**src/rtl/cache_pkg.sv**
```systemverilog
// cache_pkg: shared types and encodings for the cache miss/refill controller.
//   cache_miss_state_t : FSM states of cache_miss_fsm
//   RW_IDLE/READ/WRITE : CacheRW request encodings (2'b11 is illegal)
package cache_pkg;

    typedef enum logic [1:0] {
        READY,
        WRITEBACK,
        FETCH,
        COMMIT
    } cache_miss_state_t;

    localparam logic [1:0] RW_IDLE  = 2'b00;
    localparam logic [1:0] RW_READ  = 2'b10;
    localparam logic [1:0] RW_WRITE = 2'b01;

endpackage

```
**src/rtl/cache_beat_counter.sv**
```systemverilog
// cache_beat_counter: counts bus beats of one line transfer, wrapping at BEATS.
//   clk        in   clock
//   reset_n    in   asynchronous active-low reset, clears the count
//   inc        in   advance one beat
//   beat_index out  current beat number
//   last_beat  out  beat_index is the final beat of the line
module cache_beat_counter #(
    parameter int BEATS = 4
) (
    input  logic                     clk,
    input  logic                     reset_n,
    input  logic                     inc,
    output logic [$clog2(BEATS)-1:0] beat_index,
    output logic                     last_beat
);

    localparam int IW = $clog2(BEATS);

    // BEATS is a power of two, so the natural wrap returns to 0 after the last beat
    always_ff @(posedge clk or negedge reset_n)
        if (!reset_n)
            beat_index <= '0;
        else if (inc)
            beat_index <= beat_index + 1'b1;

    assign last_beat = beat_index == IW'(BEATS - 1);

endmodule

```
**src/rtl/cache_miss_fsm.sv**
```systemverilog
// cache_miss_fsm: per-cache miss/refill controller (writeback, beat-wise fetch, commit).
//   clk          in   clock
//   reset_n      in   asynchronous active-low reset
//   FlushStage   in   suppresses starting a new request
//   CacheRW      in   2'b10 read, 2'b01 write, 2'b00 idle
//   Hit          in   tag match in current set
//   VictimWay    in   one-hot victim from replacement policy
//   VictimDirty  in   dirty bit of the victim
//   BusReady     in   bus moves one beat this cycle
//   CacheStall   out  hold pipeline
//   LRUWriteEn   out  update replacement state
//   SetValid     out  set valid bit of LatchedWay
//   SetDirty     out  set dirty bit
//   ClearDirty   out  clear dirty bit of LatchedWay after writeback
//   LatchedWay   out  way under refill / fill write-enable select
//   BusWriteReq  out  writeback request
//   BusFetchReq  out  line fetch request
//   FillBeatEn   out  write current fetched beat into LatchedWay
//   BeatIndex    out  beat number of current transfer
module cache_miss_fsm
    import cache_pkg::*;
#(
    parameter int NUMWAYS = 4,
    parameter int BEATS   = 4
) (
    input  logic                     clk,
    input  logic                     reset_n,
    input  logic                     FlushStage,
    input  logic [1:0]               CacheRW,
    input  logic                     Hit,
    input  logic [NUMWAYS-1:0]       VictimWay,
    input  logic                     VictimDirty,
    input  logic                     BusReady,
    output logic                     CacheStall,
    output logic                     LRUWriteEn,
    output logic                     SetValid,
    output logic                     SetDirty,
    output logic                     ClearDirty,
    output logic [NUMWAYS-1:0]       LatchedWay,
    output logic                     BusWriteReq,
    output logic                     BusFetchReq,
    output logic                     FillBeatEn,
    output logic [$clog2(BEATS)-1:0] BeatIndex
);

    cache_miss_state_t state, next_state;
    logic write_flag;
    logic capture;
    logic last_beat;
    logic req;

    assign req = (CacheRW != RW_IDLE) & ~FlushStage;

    // only bus-transfer states consume beats
    cache_beat_counter #(.BEATS(BEATS)) u_beat (
        .clk        (clk),
        .reset_n    (reset_n),
        .inc        (BusReady & (state == WRITEBACK || state == FETCH)),
        .beat_index (BeatIndex),
        .last_beat  (last_beat)
    );

    always_ff @(posedge clk or negedge reset_n)
        if (!reset_n) begin
            state      <= READY;
            LatchedWay <= '0;
            write_flag <= 1'b0;
        end else begin
            state <= next_state;
            if (capture) begin
                LatchedWay <= VictimWay;
                write_flag <= CacheRW == RW_WRITE;
            end
        end

    always_comb begin
        next_state  = state;
        capture     = 1'b0;
        CacheStall  = 1'b0;
        LRUWriteEn  = 1'b0;
        SetValid    = 1'b0;
        SetDirty    = 1'b0;
        ClearDirty  = 1'b0;
        BusWriteReq = 1'b0;
        BusFetchReq = 1'b0;
        FillBeatEn  = 1'b0;
        case (state)
            READY:
                if (req && Hit) begin
                    LRUWriteEn = 1'b1;
                    SetDirty   = CacheRW == RW_WRITE;
                end else if (req) begin
                    // miss: stall immediately, victim and write intent frozen for the whole refill
                    CacheStall = 1'b1;
                    capture    = 1'b1;
                    next_state = VictimDirty ? WRITEBACK : FETCH;
                end
            WRITEBACK: begin
                CacheStall  = 1'b1;
                BusWriteReq = 1'b1;
                if (BusReady && last_beat) begin
                    ClearDirty = 1'b1;
                    next_state = FETCH;
                end
            end
            FETCH: begin
                CacheStall  = 1'b1;
                BusFetchReq = 1'b1;
                FillBeatEn  = BusReady;
                if (BusReady && last_beat)
                    next_state = COMMIT;
            end
            default: begin
                // COMMIT: the request replays in READY next cycle and hits
                CacheStall = 1'b1;
                SetValid   = 1'b1;
                LRUWriteEn = 1'b1;
                SetDirty   = write_flag;
                next_state = READY;
            end
        endcase
    end

endmodule

```
**config.mk**
```make
export PLATFORM = sky130hd
export DESIGN_NAME = cache_miss_fsm
export DESIGN_NICKNAME = d
export VERILOG_FILES = /design/src/rtl/cache_pkg.sv /design/src/rtl/cache_beat_counter.sv /design/src/rtl/cache_miss_fsm.sv
export SDC_FILE = /design/constraint.sdc
export NUM_CORES = 1
export LEC_CHECK = 0
export BUFFER_PORTS_ARGS = -buffer_cell sky130_fd_sc_hd__buf_2
export CAP_MARGIN = 30
export CORE_AREA = 2 2 39 41
export DETAILED_ROUTE_END_ITERATION = 12
export DIE_AREA = 0 0 41 43
export GPL_TIMING_DRIVEN = 0
export PLACE_DENSITY = 0.68
export RECOVER_POWER = 100
export SYNTH_ARGS = -nofsm -noshare
export SYNTH_HDL_FRONTEND = slang
export SYNTH_SLANG_ARGS = --single-unit
```
**constraint.sdc**
```tcl
create_clock -name clk -period 3.65 [get_ports clk]
set_input_delay 0.5475 -clock clk [delete_from_list [all_inputs] [get_ports clk]]
set_output_delay 0.5475 -clock clk [all_outputs]
set_load 0.01 [all_outputs]
```
== Word-level counts from Yosys, hierarchy flattened ==
Cells that the tools add are included.

* Output and inout port bits: 14
* Bits of input ports: 12
* Bits in registers: 9
* Logic and storage cells: 44

* Equal/unequal tests: 8
* Multiplexer cells: 20
* Add/subtract/negate cells: 1
* Reduce and logical (&&, ||, !) cells: 8
* Bitwise logic cells: 3

{| class="wikitable"
|+ Operators with widths
! kind !! number
|-
| 2-to-1 mux 1 bit || 12
|-
| 2-to-1 mux 2 bit || 5
|-
| case mux 2 bit (3 select lines) || 1
|-
| equality test 2 x 1 -> 1 bit (second input constant) || 2
|-
| equality test 2 bit (second input constant) || 2
|-
| inequality test 2 x 1 -> 1 bit (second input constant) || 2
|-
| inequality test 2 bit (second input constant) || 2
|-
| case mux 1 bit (2 select lines) || 2
|-
| AND reduction 4 bit || 1
|-
| OR reduction 3 bit || 1
|-
| adder 2 x 1 -> 2 bit (second input constant) || 1
|-
| bitwise AND 1 bit || 2
|-
| logical AND 1 bit || 2
|-
| logical NOT 2 bit || 1
|-
| nonzero test 2 bit || 1
|-
| OR reduction 2 bit || 1
|-
| logical OR 1 bit || 1
|-
| inverter 1 bit || 1
|}

== Longest topological paths before layout ==
Gate-level depths: netlist of the first run.

* Word-level depth: 5
* Depth in mapped cells: 5

== By module ==
A second synthesis of the first run with hierarchy kept.

* Cell total of the unflattened synthesis: 48
* Area, all modules: 534.3 sq um

{| class="wikitable"
|+ Modules (own cells, without submodules)
! module !! cells an instance !! sequential area each (sq um) !! times used !! area an instance (sq um)
|-
| cache_miss_fsm || 43 || 175.2 || 1 || 447.9
|-
| cache_beat_counter || 5 || 50.0 || 1 || 86.3
|}

== Worst setup path after synthesis of the first run ==
OpenSTA, ideal clock, no wires.

* Kind: register to output
* Start: register state[1]
* End: output SetDirty
* Cell stages (with the launch flop): 6
* Buffers on the path: 0
* Path slack: 1.859 ns
* Data arrival time: 1.244 ns
* Cell sequence: dfrtp_1 > inv_1 > ha_1 > nand3b_1 > nand2b_1 > o21ai_0

* Word-level cells in the longest chain between the ends: 3
* Elaborated cells between the ends (all ways): 5
* Classes of those cells: eq/ne: 2; mux: 1; reduce/logical: 2

{| class="wikitable"
|+ RTL lines
! what !! RTL line !! text
|-
| start, declared || cache_miss_fsm.sv:46 || <nowiki>cache_miss_state_t state, next_state;</nowiki>
|-
| start signal, assigned || cache_miss_fsm.sv:69 || <nowiki>state <= next_state;</nowiki>
|-
| equality test 2 x 1 -> 1 bit or equality test 2 bit (tied branches) || cache_miss_fsm.sv:87 || <nowiki>case (state)</nowiki>
|-
| OR reduction 2 bit (no line) || -- ||
|-
| case mux 1 bit (2 select lines) (*) || cache_miss_fsm.sv:87 ||
|-
| end, declared || cache_miss_fsm.sv:37 || <nowiki>output logic SetDirty,</nowiki>
|}

Mark *: on every way between the ends. The rest lies on a longest branch, timed or not.

== Final worst setup path of the first run ==
Ends and elaborated chain as after synthesis.

==> metrics, run 1 <==
number of top-level pins=26; total number of vias=427; largest clock skew in the final design=0.562 ps; number of buffer cells added on primary ports=25; average instance area after synthesis=11.6 um^2; Worst Setup Slack, final=1490 ps; Clock Sink Count=9; share of the clock period used by the worst path=59.2%; Initial Utilization=37.6%; Post-Syn Nets=62; worst-margin pin slew=992 ps; unrepaired setup endpoints after global routing=false; synthesized area=520 um^2; proportion of power drawn by flip-flops and latches=33.4%; crit path time final=2160 ps; global-route usage over all layers=11.3%; die width=41 um; Switching Share=39.7%; post-detailed-route wirelength per cell=10.2 um; Total Die Area=0.00176 mm^2; number of vias per cell after detailed routing=4.74; wire length reported by the detailed router=922 um; status=finished, final reports clean; most frequent standard cell in the layout excluding fill and tap cells=clkbuf_1; fraction of layout cells with a size suffix above 1=28.4%; initial antenna violation count=0; count of yosys warnings during synthesis=0; antenna diode instance count=0; design area=653 um^2; overall overflow remaining after global route=0; Crit Path Class=flop to primary output; total negative setup slack=0 ps; worst hold-check slack=224 ps; final setup fails=0; combinational power share=53.5%; Switch Pwr=222 uW; post-placement worst setup slack=1750 ps; clock-pin slew of the registers on the worst-case setup and hold paths=60 ps; number of different library cells in the post-synthesis netlist=18; commonest cells after routing, fill and taps aside=clkbuf_1, buf_2, dfrtp_1; power density relative to cell area=856 mW/mm^2; number of maximum-capacitance constraint violations=0; clock root buffer master=clkbuf_4; Final Power=559 uW; cell row count=14; type of the most critical hold path=primary input to async pin; buffer depth of the longest clock path=2; Setup Buffers After CTS=0; Arrival @ worst endpoint=1610 ps; first drt pass iteration count=2; Peak Freq=463 MHz; Antenna Violating Nets Remaining=0; final net count=92; y dimension of the die=43 um; Hold Fails Final Rpt=0; count of routing violations after the opening detailed-route iteration=6; first-pass GRT wire length=1.34 mm; DRC violations left=0; Cell Area, Placed=666 um^2; CTS Hold Buffers Added=0; required time worst endpoint=3100 ps; post-cts resize count=0; sequential area share after synthesis=43.3%; largest net degree at the start of global routing=10; number of global-route vias before repair=372; worst skew pair latency=250 ps; relative area change from synthesis to final layout=25.5%; leakage dissipation=0.305 nW; Pins Over Slew Limit=0; largest voltage drop on the vdd net=0.435 mV; nature of the critical path startpoint=flop; H-tree depth reported by CTS=1; Pint=337 uW; post-synthesis sequential element count=9; core outline area=0.00138 mm^2; number of cells produced by synthesis=45; global placer's final weighted congestion=0.538; TritonCTS clock tree=yes; endpoint kind of the worst setup timing path=primary output; peak fanout along the critical path=6; Num CTS Buffers=3; portion of total power attributed to the clock network=13.1%; tightest slew margin relative to the limit=32.9%
-- layout make-up --
class	instances	area, um^2
repair buffers	25	106
multi-input cells	33	264
inverters	3	11.3
well taps	16	20.0
flip-flops and latches	9	225
clock buffers	4	26.3
fillers	140	731
-- per-layer routing --
layer / wire [um] / vias to the layer above / share of wire (%) / GRT usage (%)
li1: - / 217 / - / -
met1: 383 / 193 / 42 / 12.6
met3: 84 / 0 / 9.1 / 3.14
met5: 0 / - / 0 / 0
met2: 454 / 17 / 49 / 18.4
met4: 0 / 0 / 0 / 6.00
-- registers in the layout, indices dropped and copies added, names as in the netlist --
name / flops
state: 2
LatchedWay: 4
u_beat.beat_index: 2
write_flag: 1
-- worst max-delay path: stages, from the launching register on --
cell      delay (ps)
dfrtp_1          410
inv_1            120
ha_1             260
nand3b_1         110
nand2b_1         150
o21ai_0          150
clkbuf_1         170
-- kinds of logic after synthesis --
logic type | share of synthesized area, %
AOI/OAI and AO/OA | 7.45
DFF | 43.3
muxes | 17.3
adders and majority gates | 12.0
and+or+nand+nor | 16.1
buffers and inverters | 2.16
xor gates and xnor gates | 1.68
-- per-stage QoR --
step,utilization (%),std cells
2_1_floorplan,-,45
3_3_place_gp,48.1,86
3_5_place_dp,48.1,86
4_1_cts,50.0,90
5_1_grt,47.2,90
6_report,47.2,90
-- final timing paths --
| check | from | to | slack, ps | cells after the start |
|---|---|---|---|---|
| max | state[1]$_DFFE_PN0P_ | SetDirty | 1490 | 6 |
| min in group clk | u_beat.beat_index[0]$_DFFE_PN0P_ | u_beat.beat_index[0]$_DFFE_PN0P_ | 500 | 1 |
| min reg2reg | u_beat.beat_index[0]$_DFFE_PN0P_ | u_beat.beat_index[0]$_DFFE_PN0P_ | 500 | 1 |
| max in group asynchronous | reset_n | LatchedWay[1]$_DFFE_PN0P_ | 3100 | 1 |
| min | reset_n | u_beat.beat_index[0]$_DFFE_PN0P_ | 220 | 1 |
| max reg2reg | state[1]$_DFFE_PN0P_ | write_flag$_DFFE_PN0P_ | 1510 | 4 |
-- synth_stat cells --
library cell	count	share of area [%]
nand2_1	4	2.9
and2_1	1	1.2
and3_1	1	1.2
nand3_1	1	0.96
nand3b_1	1	1.4
mux2_2	8	17
nand2b_1	1	1.2
nor2_1	2	1.4
o21ai_0	3	2.9
nor4b_4	1	4.6
o31ai_2	1	2.4
a21oi_1	1	0.96
nor2b_1	1	1.2
xnor2_1	1	1.7
o22ai_1	1	1.2
dfrtp_1	9	43
ha_1	5	12
inv_1	3	2.2
-- power by group through the flow --
stage,Sequential (mW),Combinational [mW],Clock [mW]
6_report,0.187,0.299,0.0735
5_1_grt,0.195,0.338,0.0831
4_1_cts,0.187,0.332,0.0776
3_5_place_dp,0.189,0.332,0
3_3_place_gp,0.185,0.326,0
2_1_floorplan,0.201,0.208,0
Power figures use the tool's default switching activity.
==> inputs of run 2 (changes only) <==
==> constraint.sdc (replaced) <==
create_clock -name clk -period 2 [get_ports clk]
set_input_delay 0.3 -clock clk [delete_from_list [all_inputs] [get_ports clk]]
set_output_delay 0.3 -clock clk [all_outputs]
set_load 0.01 [all_outputs]
==> metrics, run 2 (synthesized netlist as in run 1, its figures left out) <==
status=finished, final reports clean (unchanged); y dimension of the die=43 um (unchanged); total number of vias=431 (was 427); portion of total power attributed to the clock network=12.5% (was 13.1%); flip-flop count of the largest register after layout=4 (unchanged); clock root buffer master=clkbuf_4 (unchanged); relative area change from synthesis to final layout=32.5% (was 25.5%); Cells on Worst Hold Path=2; final net count=93 (was 92); end point of the most critical hold path=LatchedWay[0]$_DFFE_PN0P_; Crit Path Class=flop to primary output (unchanged); Switch Pwr=418 uW (was 222 uW); Pins Over Slew Limit=0 (unchanged); area of all sequential standard cells=225 um^2 (unchanged); worst-margin pin slew=582 ps (was 992 ps); endpoint kind of the worst setup timing path=primary output (unchanged); combinational power share=55.6% (was 53.5%); global routing usage on met2=18.4% (unchanged); type of the most critical hold path=primary input to flop (was primary input to async pin); die width=41 um (unchanged); fraction of layout cells with a size suffix above 1=34.7% (was 28.4%); largest net degree at the start of global routing=10 (unchanged); first drt pass iteration count=2 (unchanged); first-pass GRT wire length=1.35 mm (was 1.34 mm); registers with the most flip-flops=LatchedWay: 4 flops, state: 2 flops, u_beat.beat_index: 2 flops (unchanged); number of global-route vias before repair=375 (was 372); grt met3 use=3.14% (unchanged); global-route usage over all layers=11.5% (was 11.3%); commonest cells after routing, fill and taps aside=clkbuf_1, buf_2, dfrtp_1 (unchanged); largest clock skew in the final design=0.562 ps (unchanged); Peak Freq=551 MHz; Setup Buffers After CTS=0 (unchanged); number of buffer cells added on primary ports=25 (unchanged); number of top-level pins=26 (unchanged); Arrival @ worst endpoint=1520 ps (was 1610 ps); met1 track utilization from global routing=13.0% (was 12.6%); required time worst endpoint=1700 ps (was 3100 ps); footprint of the multi-input gates=288 um^2 (was 264 um^2); overall overflow remaining after global route=0 (unchanged); worst skew pair latency=250 ps (about the same); antenna diode instance count=0 (unchanged); Pint=651 uW (was 337 uW); largest reg by FF count=LatchedWay (unchanged); power density relative to cell area=1550 mW/mm^2 (was 856 mW/mm^2); total negative setup slack=0 ps (unchanged); most frequent standard cell in the layout excluding fill and tap cells=clkbuf_1 (unchanged); source of the worst register-to-register timing path=state[1]$_DFFE_PN0P_ (unchanged); proportion of power drawn by flip-flops and latches=31.9% (was 33.4%); Initial Utilization=37.6% (unchanged); peak fanout along the critical path=6 (unchanged); largest voltage drop on the vdd net=0.835 mV (was 0.435 mV); buffer depth of the longest clock path=2 (unchanged); Hold Fails Final Rpt=0 (unchanged); post-placement cell count=86 (unchanged); Total Die Area=0.00176 mm^2 (unchanged); DRC violations left=0 (unchanged); TritonCTS clock tree=yes (unchanged); count of routing violations after the opening detailed-route iteration=6 (unchanged); Clock Sink Count=9 (unchanged); cell row count=14 (unchanged); Switching Share=39.1% (was 39.7%); number of vias per cell after detailed routing=4.74 (about the same); worst hold path startpoint=VictimWay[0]; fill cell count=136 (was 140); critical path's largest stage delay=410 ps (about the same); Num CTS Buffers=3 (unchanged); share of the clock period used by the worst path=90.8%; number of maximum-capacitance constraint violations=0 (unchanged); H-tree depth reported by CTS=1 (unchanged); nature of the critical path startpoint=flop (unchanged); crit path time final=1820 ps; unrepaired setup endpoints after global routing=false (unchanged); post-detailed-route wirelength per cell=10.2 um (about the same); global placer's final weighted congestion=0.538 (unchanged); wire length reported by the detailed router=928 um (was 922 um); Antenna Violating Nets Remaining=0 (unchanged); final setup fails=0 (unchanged); tightest slew margin relative to the limit=61.1% (was 32.9%); final std cells w/o fill=91 (was 90); worst reg2reg path depth=4 (unchanged); worst-path cell with the longest stage delay=dfrtp_1 (unchanged); busiest layer in global routing=met2 (unchanged); CP Cell Sequence=inv_1 > ha_4 > nand3b_1 > nand2b_1 > o21ai_0 > buf_2 (was inv_1 > ha_1 > nand3b_1 > nand2b_1 > o21ai_0 > clkbuf_1); clock-pin slew of the registers on the worst-case setup and hold paths=60 ps (about the same); initial antenna violation count=0 (unchanged); FF-to-FF End=write_flag$_DFFE_PN0P_ (unchanged); core outline area=0.00138 mm^2 (unchanged); worst setup slack for register-to-register paths=240 ps (was 1510 ps); leakage dissipation=0.317 nW (was 0.305 nW)
-- run 2: per-stage QoR --
stage               total power [mW]  utilization (%)  setup WS (ps)  cell area, um^2  hold slack [ps]
floorplan                      0.747                -            454              520             4.41
global placement               0.931             48.1            312              666              159
detailed placement             0.950             48.1            283              666              160
CTS                             1.09             50.7           61.0              702              266
global route                    1.18             49.8           24.7              689              269
finish                          1.07             49.8            184              689              278
-- run 2: power groups by stage --
stage	combinational [mW]	sequential, mW	clock, mW
global placement	0.594	0.337	0
CTS	0.608	0.342	0.142
detailed placement	0.605	0.345	0
floorplan	0.380	0.367	0
finish	0.594	0.341	0.134
global route	0.668	0.355	0.152
-- run 2: metal layers --
layer | routed length (um) | share of wire, %
met1 | 383 | 41
met2 | 461 | 50
met3 | 83 | 8.9
met4 | 0 | 0
met5 | 0 | 0
-- run 2: worst max-delay path by stage --
stage | startpoint | end | slack, ps | cells after the start
floorplan | state[1]$_DFFE_PN0P_ | LatchedWay[0]$_DFFE_PN0P_ | 450 | 4
global placement | state[1]$_DFFE_PN0P_ | write_flag$_DFFE_PN0P_ | 310 | 4
detailed placement | state[1]$_DFFE_PN0P_ | LatchedWay[2]$_DFFE_PN0P_ | 280 | 4
CTS | state[1]$_DFFE_PN0P_ | SetDirty | 60 | 6
global route | state[1]$_DFFE_PN0P_ | SetDirty | 20 | 6
finish | state[1]$_DFFE_PN0P_ | SetDirty | 180 | 6
-- run 2: critical path, delay by kind of cell (launching register included) --
family | cells | cell delay, ps
compound gates | 1 | 130
fa+ha+maj | 1 | 180
buf+inv | 2 | 300
flops | 1 | 410
simple gates | 2 | 240
-- run 2: area by class of cell --
type	instances	share of cell area, %
Multi-Input combinational cell	33	41.7
Sequential cell	9	32.7
Clock buffer	4	3.81
Timing Repair Buffer	26	17.2
Tap cell	16	2.90
Inverter	3	1.63
-- run 2: repair_timing --
action | 4_1_cts | 5_1_grt
endpoints found under the setup margin | 0 | 1
hold endpoints to repair | 9 | 0
resized for setup | 0 | 2
hold buffers | 1 | 0
==> inputs of run 3 (changes only) <==
--- a/config.mk
+++ b/config.mk
@@ -7,12 +7,13 @@
 export LEC_CHECK = 0
 export BUFFER_PORTS_ARGS = -buffer_cell sky130_fd_sc_hd__buf_2
 export CAP_MARGIN = 30
-export CORE_AREA = 2 2 39 41
+export CORE_AREA = 8 8 45 47
 export DETAILED_ROUTE_END_ITERATION = 12
-export DIE_AREA = 0 0 41 43
+export DIE_AREA = 0 0 53 55
 export GPL_TIMING_DRIVEN = 0
 export PLACE_DENSITY = 0.68
 export RECOVER_POWER = 100
+export REMOVE_ABC_BUFFERS = 1
 export SYNTH_ARGS = -nofsm -noshare
 export SYNTH_HDL_FRONTEND = slang
 export SYNTH_SLANG_ARGS = --single-unit
==> metrics, run 3 (synthesized netlist as in run 1, its figures left out) <==
TritonCTS clock tree=yes (unchanged); number of maximum-capacitance constraint violations=0 (unchanged); largest voltage drop on the vdd net=0.827 mV (was 0.835 mV); total negative setup slack=0 ps (unchanged); clock-pin slew of the registers on the worst-case setup and hold paths=60 ps (about the same); detailed-placement wirelength estimate=938 um; peak fanout along the critical path=6 (unchanged); count of routing violations after the opening detailed-route iteration=4 (was 6); Num CTS Buffers=3 (unchanged); required time worst endpoint=1700 ps (about the same); Clock Sink Count=9 (unchanged); Antenna Violating Nets Remaining=0 (unchanged); first drt pass iteration count=4 (was 2); total number of vias=429 (was 431); commonest cells after routing, fill and taps aside=clkbuf_1, buf_2, dfrtp_1 (unchanged); Hold Fails Final Rpt=0 (unchanged); final setup fails=0 (unchanged); post-detailed-route wirelength per cell=12.4 um (was 10.2 um); DRC violations left=0 (unchanged); type of the most critical hold path=primary input to flop (unchanged); clock root buffer master=clkbuf_4 (unchanged); leakage dissipation=0.324 nW (was 0.317 nW); status=finished, final reports clean (unchanged); initial antenna violation count=0 (unchanged); worst-margin pin slew=487 ps (was 582 ps); endpoint kind of the worst setup timing path=primary output (unchanged); cell row count=14 (unchanged); flip-flop count of the largest register after layout=4 (unchanged); share of the clock period used by the worst path=89.2% (was 90.8%); Setup Buffers After CTS=0 (unchanged); first-pass GRT wire length=1.92 mm (was 1.35 mm); Arrival @ worst endpoint=1480 ps (was 1520 ps); largest net degree at the start of global routing=10 (unchanged); tightest slew margin relative to the limit=67.5% (was 61.1%); Initial Utilization=37.6% (unchanged); number of buffer cells added on primary ports=25 (unchanged); Crit Path Class=flop to primary output (unchanged); power density relative to cell area=1580 mW/mm^2 (was 1550 mW/mm^2); antenna diode instance count=0 (unchanged); largest reg by FF count=LatchedWay (unchanged); Peak Freq=561 MHz (was 551 MHz); buffer depth of the longest clock path=2 (unchanged); registers with the most flip-flops=LatchedWay: 4 flops, state: 2 flops, u_beat.beat_index: 2 flops (unchanged); worst skew pair latency=250 ps (about the same); H-tree depth reported by CTS=1 (unchanged); number of vias per cell after detailed routing=4.71 (was 4.74); fraction of layout cells with a size suffix above 1=38.7% (was 34.7%); global placer's final weighted congestion=0.823 (was 0.538); die width=53 um (was 41 um); number of global-route vias before repair=473 (was 375); core outline area=0.00138 mm^2 (unchanged); largest clock skew in the final design=1.69 ps (was 0.562 ps); relative area change from synthesis to final layout=34.4% (was 32.5%); Total Die Area=0.00292 mm^2 (was 0.00176 mm^2); overall overflow remaining after global route=0 (unchanged); nature of the critical path startpoint=flop (unchanged); unrepaired setup endpoints after global routing=false (unchanged); worst hold-check slack=276 ps (was 278 ps); y dimension of the die=55 um (was 43 um); Pins Over Slew Limit=0 (unchanged); crit path time final=1780 ps (was 1820 ps); number of top-level pins=26 (unchanged); final net count=93 (unchanged); global-route usage over all layers=8.71% (was 11.5%); wire length reported by the detailed router=1.13 mm (was 928 um)
## run 3: cell types whose count changed in the layout (fill, tap and decap cells not counted), sizes merged
| cell | change |
|---|---|
| buf | +1 |
| clkbuf | -1 |
## run 3: cell type report
class / count / area [um^2]
fill: 144 / 684
multi-input combinational: 33 / 297
sequential: 9 / 225
timing repair buffer: 26 / 120
clock buffer: 4 / 26.3
tap: 16 / 20.0
inverter: 3 / 11.3
## run 3: path summary, 6_finish.rpt
path	start	endpoint	slack [ps]	cells after the start
setup / recovery	state[0]$_DFFE_PN0P_	SetDirty	220	6
hold reg to reg	u_beat.beat_index[0]$_DFFE_PN0P_	u_beat.beat_index[0]$_DFFE_PN0P_	500	1
max in group asynchronous	reset_n	LatchedWay[1]$_DFFE_PN0P_	1150	2
min in group asynchronous	reset_n	write_flag$_DFFE_PN0P_	520	2
setup reg to reg	state[0]$_DFFE_PN0P_	LatchedWay[3]$_DFFE_PN0P_	400	4
hold / removal	VictimWay[0]	LatchedWay[0]$_DFFE_PN0P_	280	2
## run 3: metal layers
layer | vias to the layer above | GRT usage, % | share of wire [%]
met1 | 199 | 9.18 | 40
met3 | 2 | 2.94 | 11
li1 | 214 | - | -
met4 | 0 | 6.90 | 0.53
met2 | 14 | 14.1 | 48
met5 | - | 0 | 0
## run 3: timing repair
item,in CTS,in global routing
hold buffers,1,0
gates resized for setup,0,4
hold endpoints to repair,9,0
setup endpoints to repair,0,1
## run 3: worst max-delay path: stages (launching register included)
cell and delay (ps):
dfrtp_1 440, inv_2 120, ha_4 170, nand3b_1 90, nand2b_1 140, o21ai_0 120, buf_2 150
## run 3: per-stage QoR
step,power (mW),instance area [um^2],utilization [%],setup slack (ps),std cells
floorplan,0.747,520,-,454,45
global placement,0.940,666,48.1,310,86
detailed placement,0.966,666,48.1,273,86
CTS,1.11,702,50.7,79.5,91
global route,1.22,699,50.5,22.9,91
finish,1.10,699,50.5,216,91
## run 3: power breakdown
part / internal, mW / switching (mW)
registers: 0.278 / 0.0670
logic: 0.312 / 0.313
clock network: 0.0765 / 0.0575
total: 0.666 / 0.437
